## src/rtl/fifo_pkg.sv

```systemverilog
// Shared definitions for the RAM-backed FIFO controller: default geometry,
// FSM state encodings and a small helper used to gate request handling.
package fifo_pkg;

    localparam int DEF_DATA_WIDTH = 10;
    localparam int DEF_ADDR_WIDTH = 3;
    localparam int DEPTH          = 2 ** DEF_ADDR_WIDTH;

    typedef enum logic [3:0] {
        ST_RESET  = 4'b0001,
        ST_INIT   = 4'b0010,
        ST_IDLE   = 4'b0100,
        ST_ACTIVE = 4'b1000,
        ST_ERROR  = 4'b0000
    } state_e;

    // Push/pop are only serviced once thresholds are latched; ERROR keeps servicing.
    function automatic logic req_enabled(input state_e st);
        return (st == ST_IDLE) || (st == ST_ACTIVE) || (st == ST_ERROR);
    endfunction

endpackage

```

## src/rtl/fifo_ptr.sv

```systemverilog
// Wrapping RAM address pointer: advances by one when inc_i is high and
// wraps naturally from the last address back to zero.
module fifo_ptr
    import fifo_pkg::*;
#(
    parameter int ADDR_WIDTH = DEF_ADDR_WIDTH
) (
    input  logic                  clk,
    input  logic                  reset_L,
    input  logic                  inc_i,
    output logic [ADDR_WIDTH-1:0] ptr_o
);

    logic [ADDR_WIDTH-1:0] ptr_q;
    logic [ADDR_WIDTH-1:0] ptr_d;

    // Next pointer value
    always_comb begin
        ptr_d = ptr_q;
        if (inc_i) begin
            ptr_d = ptr_q + ADDR_WIDTH'(1);
        end else begin
            ptr_d = ptr_q;
        end
    end

    // Pointer register with synchronous active-low reset
    always_ff @(posedge clk) begin
        if (!reset_L) begin
            ptr_q <= '0;
        end else begin
            ptr_q <= ptr_d;
        end
    end

    assign ptr_o = ptr_q;

endmodule

```

## src/rtl/fifo_ctrl.sv

```systemverilog
// FIFO controller driving the write and read ports of a dual-port RAM:
// request arbitration, occupancy, status flags, read-data return and FSM.
module fifo_ctrl
    import fifo_pkg::*;
#(
    parameter int DATA_WIDTH = DEF_DATA_WIDTH,
    parameter int ADDR_WIDTH = DEF_ADDR_WIDTH,
    parameter int CNT_WIDTH  = ADDR_WIDTH + 1
) (
    input  logic                  clk,
    input  logic                  reset_L,
    input  logic                  push,
    input  logic                  pop,
    input  logic [DATA_WIDTH-1:0] data_in,
    input  logic [CNT_WIDTH-1:0]  thr_high,
    input  logic [CNT_WIDTH-1:0]  thr_low,
    output logic [DATA_WIDTH-1:0] data_out,
    output logic                  valid_out,
    output logic                  full,
    output logic                  empty,
    output logic                  almost_full,
    output logic                  almost_empty,
    output logic                  error,
    output logic [3:0]            state,
    output logic [DATA_WIDTH-1:0] data_a,
    output logic [ADDR_WIDTH-1:0] addr_wa,
    output logic [ADDR_WIDTH-1:0] addr_ra,
    output logic                  we_a,
    output logic                  re_a,
    input  logic [DATA_WIDTH-1:0] q_a
);

    localparam int FIFO_DEPTH = (ADDR_WIDTH == DEF_ADDR_WIDTH) ? DEPTH : (1 << ADDR_WIDTH);
    localparam logic [CNT_WIDTH-1:0] FULL_CNT = CNT_WIDTH'(FIFO_DEPTH);

    state_e                state_q;
    state_e                state_d;
    logic [CNT_WIDTH-1:0]  count_q;
    logic [CNT_WIDTH-1:0]  count_d;
    logic [CNT_WIDTH-1:0]  thr_high_q;
    logic [CNT_WIDTH-1:0]  thr_high_d;
    logic [CNT_WIDTH-1:0]  thr_low_q;
    logic [CNT_WIDTH-1:0]  thr_low_d;
    logic                  error_q;
    logic                  error_d;
    logic                  rd_pend_q;
    logic                  rd_pend_d;
    logic [DATA_WIDTH-1:0] data_hold_q;
    logic [DATA_WIDTH-1:0] data_hold_d;

    logic                  req_en_s;
    logic                  full_s;
    logic                  empty_s;
    logic                  push_acc_s;
    logic                  pop_acc_s;
    logic                  overflow_s;
    logic                  underflow_s;
    logic [ADDR_WIDTH-1:0] wr_ptr_s;
    logic [ADDR_WIDTH-1:0] rd_ptr_s;

    fifo_ptr #(.ADDR_WIDTH(ADDR_WIDTH)) u_wr_ptr (
        .clk     (clk),
        .reset_L (reset_L),
        .inc_i   (push_acc_s),
        .ptr_o   (wr_ptr_s)
    );

    fifo_ptr #(.ADDR_WIDTH(ADDR_WIDTH)) u_rd_ptr (
        .clk     (clk),
        .reset_L (reset_L),
        .inc_i   (pop_acc_s),
        .ptr_o   (rd_ptr_s)
    );

    // Request acceptance; a pop frees the slot a same-cycle push on full needs
    always_comb begin
        req_en_s    = reset_L & req_enabled(state_q);
        full_s      = (count_q == FULL_CNT);
        empty_s     = (count_q == '0);
        pop_acc_s   = req_en_s & pop & ~empty_s;
        push_acc_s  = req_en_s & push & (~full_s | pop_acc_s);
        overflow_s  = req_en_s & push & ~push_acc_s;
        underflow_s = req_en_s & pop & empty_s;
    end

    // RAM port drive, presented in the same cycle as the accepted request
    always_comb begin
        we_a    = push_acc_s;
        re_a    = pop_acc_s;
        addr_wa = wr_ptr_s;
        addr_ra = rd_ptr_s;
        if (push_acc_s) begin
            data_a = data_in;
        end else begin
            data_a = '0;
        end
    end

    // Occupancy, threshold latch, sticky error and read-return bookkeeping
    always_comb begin
        count_d     = count_q + CNT_WIDTH'(push_acc_s) - CNT_WIDTH'(pop_acc_s);
        error_d     = error_q | overflow_s | underflow_s;
        rd_pend_d   = pop_acc_s;
        thr_high_d  = thr_high_q;
        thr_low_d   = thr_low_q;
        data_hold_d = data_hold_q;
        if (state_q == ST_INIT) begin
            thr_high_d = thr_high;
            thr_low_d  = thr_low;
        end else begin
            thr_high_d = thr_high_q;
            thr_low_d  = thr_low_q;
        end
        if (rd_pend_q) begin
            data_hold_d = q_a;
        end else begin
            data_hold_d = data_hold_q;
        end
    end

    // FSM next-state; ACTIVE falls back to IDLE once the FIFO drains with no push
    always_comb begin
        state_d = state_q;
        case (state_q)
            ST_RESET:  state_d = ST_INIT;
            ST_INIT:   state_d = ST_IDLE;
            ST_IDLE: begin
                if (overflow_s || underflow_s) begin
                    state_d = ST_ERROR;
                end else if (push_acc_s) begin
                    state_d = ST_ACTIVE;
                end else begin
                    state_d = ST_IDLE;
                end
            end
            ST_ACTIVE: begin
                if (overflow_s || underflow_s) begin
                    state_d = ST_ERROR;
                end else if ((count_d == '0) && !push) begin
                    state_d = ST_IDLE;
                end else begin
                    state_d = ST_ACTIVE;
                end
            end
            ST_ERROR:  state_d = ST_ERROR;
            default:   state_d = ST_RESET;
        endcase
    end

    // State registers with synchronous active-low reset
    always_ff @(posedge clk) begin
        if (!reset_L) begin
            state_q     <= ST_RESET;
            count_q     <= '0;
            thr_high_q  <= '0;
            thr_low_q   <= '0;
            error_q     <= 1'b0;
            rd_pend_q   <= 1'b0;
            data_hold_q <= '0;
        end else begin
            state_q     <= state_d;
            count_q     <= count_d;
            thr_high_q  <= thr_high_d;
            thr_low_q   <= thr_low_d;
            error_q     <= error_d;
            rd_pend_q   <= rd_pend_d;
            data_hold_q <= data_hold_d;
        end
    end

    // RAM output is already registered, so read data is forwarded directly
    always_comb begin
        valid_out    = rd_pend_q;
        if (rd_pend_q) begin
            data_out = q_a;
        end else begin
            data_out = data_hold_q;
        end
        full         = full_s;
        empty        = empty_s;
        almost_full  = (count_q >= thr_high_q);
        almost_empty = (count_q <= thr_low_q);
        error        = error_q;
        state        = state_q;
    end

endmodule
```

## config.mk

```make
export PLATFORM = sky130hd
export DESIGN_NAME = fifo_ctrl
export DESIGN_NICKNAME = d
export VERILOG_FILES = /design/src/rtl/fifo_pkg.sv /design/src/rtl/fifo_ptr.sv /design/src/rtl/fifo_ctrl.sv
export SDC_FILE = /design/constraint.sdc
export NUM_CORES = 1
export LEC_CHECK = 0
export BUFFER_PORTS_ARGS = -buffer_cell sky130_fd_sc_hd__buf_2
export CORE_MARGIN = 1.5
export CORE_UTILIZATION = 45
export DETAILED_ROUTE_END_ITERATION = 16
export PLACE_DENSITY_LB_ADDON = 0.15
export RECOVER_POWER = 100
export SYNTH_ARGS = -nofsm -noshare
export SYNTH_HDL_FRONTEND = slang
export SYNTH_HIERARCHICAL = 1
export SYNTH_SLANG_ARGS = --single-unit
```

## constraint.sdc

```tcl
create_clock -name clk -period 4.3 [get_ports clk]
set_clock_uncertainty 0.2 [all_clocks]
set_input_delay 0.86 -clock clk [delete_from_list [all_inputs] [get_ports clk]]
set_output_delay 0.86 -clock clk [all_outputs]
set_load 0.01 [all_outputs]
```

==> summary.md <==
| Metric | Value |
|---|---|
| Mapped Cells | between 150 and 200 |
| Via-per-instance ratio | approximately 4.7 |
| Buffers on Ports | 69 |
| Hold Path End | thr_low_q[3]$_SDFFE_PN0P_ |
| Synthesized flop and latch total | 34 |
| Area grow syn2layout | 22.62% |
| Min-delay src | thr_low_q[3]$_SDFFE_PN0P_ |
| Hold Fails Final Rpt | 0 |
| Die W | 66.50 µm |
| Setup bufs post-CTS | 0 |
| Synthesized area | 1814 µm² |
| Worst-Margin Slew | 1085 ps |
| Final critical-path required period | between 3000 and 4000 ps |
| H-Tree Depth | 2 |
| Post-synth EDFFs | 0 |
| Post-synth top flop | dfxtp_1 |
| Final instance area | 2225 µm² |
| R2R setup slack | 900 ps |
| Crit share post-route | 0.8542 |
| Initial antenna violation count | 0 |
| Hold-fix buffers at CTS | 0 |
| Largest net degree at the start of global routing | 26 |
| Critical R2R Capture | state[2]$_SDFF_PN0_ |
| Setup CP Type | in -> reg |
| FFs w/ async S/R, synth | 0 |
| Core ar. | 3771 µm² |
| Core Util, Final | 0.5899 |
| 1st-pass router iterations | 3 |
| Status | complete, no violations |
| Clk sinks | 34 |
| HP Class | reg -> reg |
| Crit Path Max Fanout | 17 |
| Syn Area/Cell | 9.599 µm² |
| TritonCTS Buffers | 5 |
| Worst skew pair latency | 280 ps |
| CP Capture Type | register |
| Routed WL | 3481 µm |
| CTS clk-pin slew, worst paths | roughly 70 ps |
| Syn Nets | 238 |
| Maxcap violations | 0 |
| Crit path arrival time | 3700 ps |
| Register area share after synthesis | 0.3752 |
| WL per Instance | 11.23 µm |
| Post-CTS sizing | 0 |
| Initial drt markers | 46 |
| Die Y | 66.50 µm |
| Endpoints failing setup | 0 |
| Vias in the first global route | between 1,000 and 1,500 |
| FP Rows | 22 |
| Final #Nets | 310 |
| Starting Density | 0.4811 |
| DP HPWL | 2670 µm |
| Most frequent cells in the layout | 38 x buf_2, 34 x dfxtp_1, 32 x clkbuf_1, 21 x nand2_1, 16 x ha_1 |
| Die area | approximately 4400 µm² |
| DRC violations left | 0 |
| Peak VDD IR | about 220 µV |
| Max-slew violation count | 0 |
| Max Freq | approximately 0.27 GHz |
| ANT nets after route | 0 |
| CTS Root Cell | clkbuf_8 |
| ANT cells | 0 |
| Type of origin of the critical path | input port |
| Post-synth cell types | 41 |
| Overall Power | 0.9976 mW |
| Pwr/cell area | 448.4 nW/µm² |
| Bufs on Longest Clock Path | 2 |
| Fillcell total | 364 |
| Placer Congestion | 0.7932 |
| Most common cell after layout, fill and taps aside | buf_2 |
| Setup TNS | 0 ps |
| Lkg Pwr | 1.002 nW |
| Vias | ~1,500 |
| CTS tree | done |
| Critical path required time | 4330 ps |
| Worst r2r src | state[2]$_SDFF_PN0_ |
| Share of layout cells above drive strength 1 | 0.2290 |
| Ys Warns | 6 |
| Worst hold path depth | 2 |
| GRT Total Usage | 0.1710 |
| Global-route wire length before repair | about 5700 µm |
| Total grt overflow | 0 |
| I/O pin total | 70 |
| Reg2Reg Depth | 8 |
| Post-DP Area | 2202 µm² |
| RSZ-0062 raised after global routing | no |
| Relative slew slack | 0.2578 |
==> sequential cells by signal, summed over array words and instances, names as in the netlist <==
name            cells
count_q             4
data_hold_q        10
error               1
state               4
thr_high_q          4
thr_low_q           4
u_rd_ptr/ptr_o      3
u_wr_ptr/ptr_o      3
valid_out           1
==> worst max-delay path by stage <==
stage	slack (ps)	endpoint	cells after the start	startpoint
floorplan	850	state[3]$_SDFF_PN0_	10	reset_L
global placement	690	state[2]$_SDFF_PN0_	11	reset_L
detailed placement	630	state[3]$_SDFF_PN0_	11	reset_L
CTS	910	state[2]$_SDFF_PN0_	11	reset_L
global route	420	state[2]$_SDFF_PN0_	7	reset_L
finish	630	state[2]$_SDFF_PN0_	9	reset_L
==> where the power goes <==
| part | total, mW | internal [mW] | switching [mW] |
|---|---|---|---|
| registers | 0.378 | 0.349 | 0.0295 |
| logic | 0.374 | 0.172 | 0.202 |
| clock network | 0.245 | 0.129 | 0.117 |
| total | 0.998 | 0.649 | 0.348 |
==> per-layer routing <==
layer / GRT usage / up-vias / part of all wire
li1: - / 774 / -
met3: 0.04561 / 4 / 0.068
met4: 0.05357 / 0 / 0.0089
met2: 0.2875 / 50 / 0.42
met1: 0.2121 / 627 / 0.50
met5: 0 / - / 0
==> through the flow <==
step           std cells  setup WS (ps)  hold slack, ps
2_1_floorplan        189          847.5           236.3
3_3_place_gp         302          691.2           244.8
3_5_place_dp         302          628.6           248.5
4_1_cts              310          908.7           258.2
5_1_grt              310          418.2           277.1
6_report             310          627.1           254.9
==> kinds of logic after synthesis <==
logic type | Yosys count | synth area share
AND/OR/NAND/NOR | 80 | 0.2641
XOR/XNOR | 4 | 0.01931
adder cells (fa/ha/maj) | 17 | 0.1214
flip-flops | 34 | 0.3752
multiplexers | 14 | 0.08414
buffers and inverters | 18 | 0.04068
AO/OA/AOI/OAI | 22 | 0.09518
==> critical path: stages <==
cell      delay, ps
clkbuf_1        110
a21boi_0        240
and2_0          330
and3_1          570
ha_1            300
fa_1            440
or4_1           560
nor4_2          150
a211o_1         140
==> synth_stat cells (2+ instances only) <==
cell type	n	share of area
o21ai_0	2	0.0055
and2_1	25	0.086
ha_1	16	0.11
nand2b_1	5	0.017
xor2_1	4	0.019
nand2_1	21	0.043
mux2i_1	4	0.022
clkbuf_1	2	0.0041
a21oi_1	12	0.033
nor2b_1	4	0.014
and3b_1	3	0.014
nand3b_1	2	0.0083
inv_1	12	0.025
mux2_2	10	0.062
and2_2	4	0.017
nor2_1	5	0.010
dfxtp_1	34	0.38
==> cell type report <==
class                      count  area, µm²  share of cell area
multi-input combinational    137       1030              0.4629
inverter                      13      48.80             0.02193
timing repair buffer          70      310.3              0.1395
sequential                    34      680.7              0.3060
clock buffer                   6      82.58             0.03712
clock inverter                 2      12.51            0.005624
tap                           48      60.06             0.02700
Power figures use the tool's default switching activity.
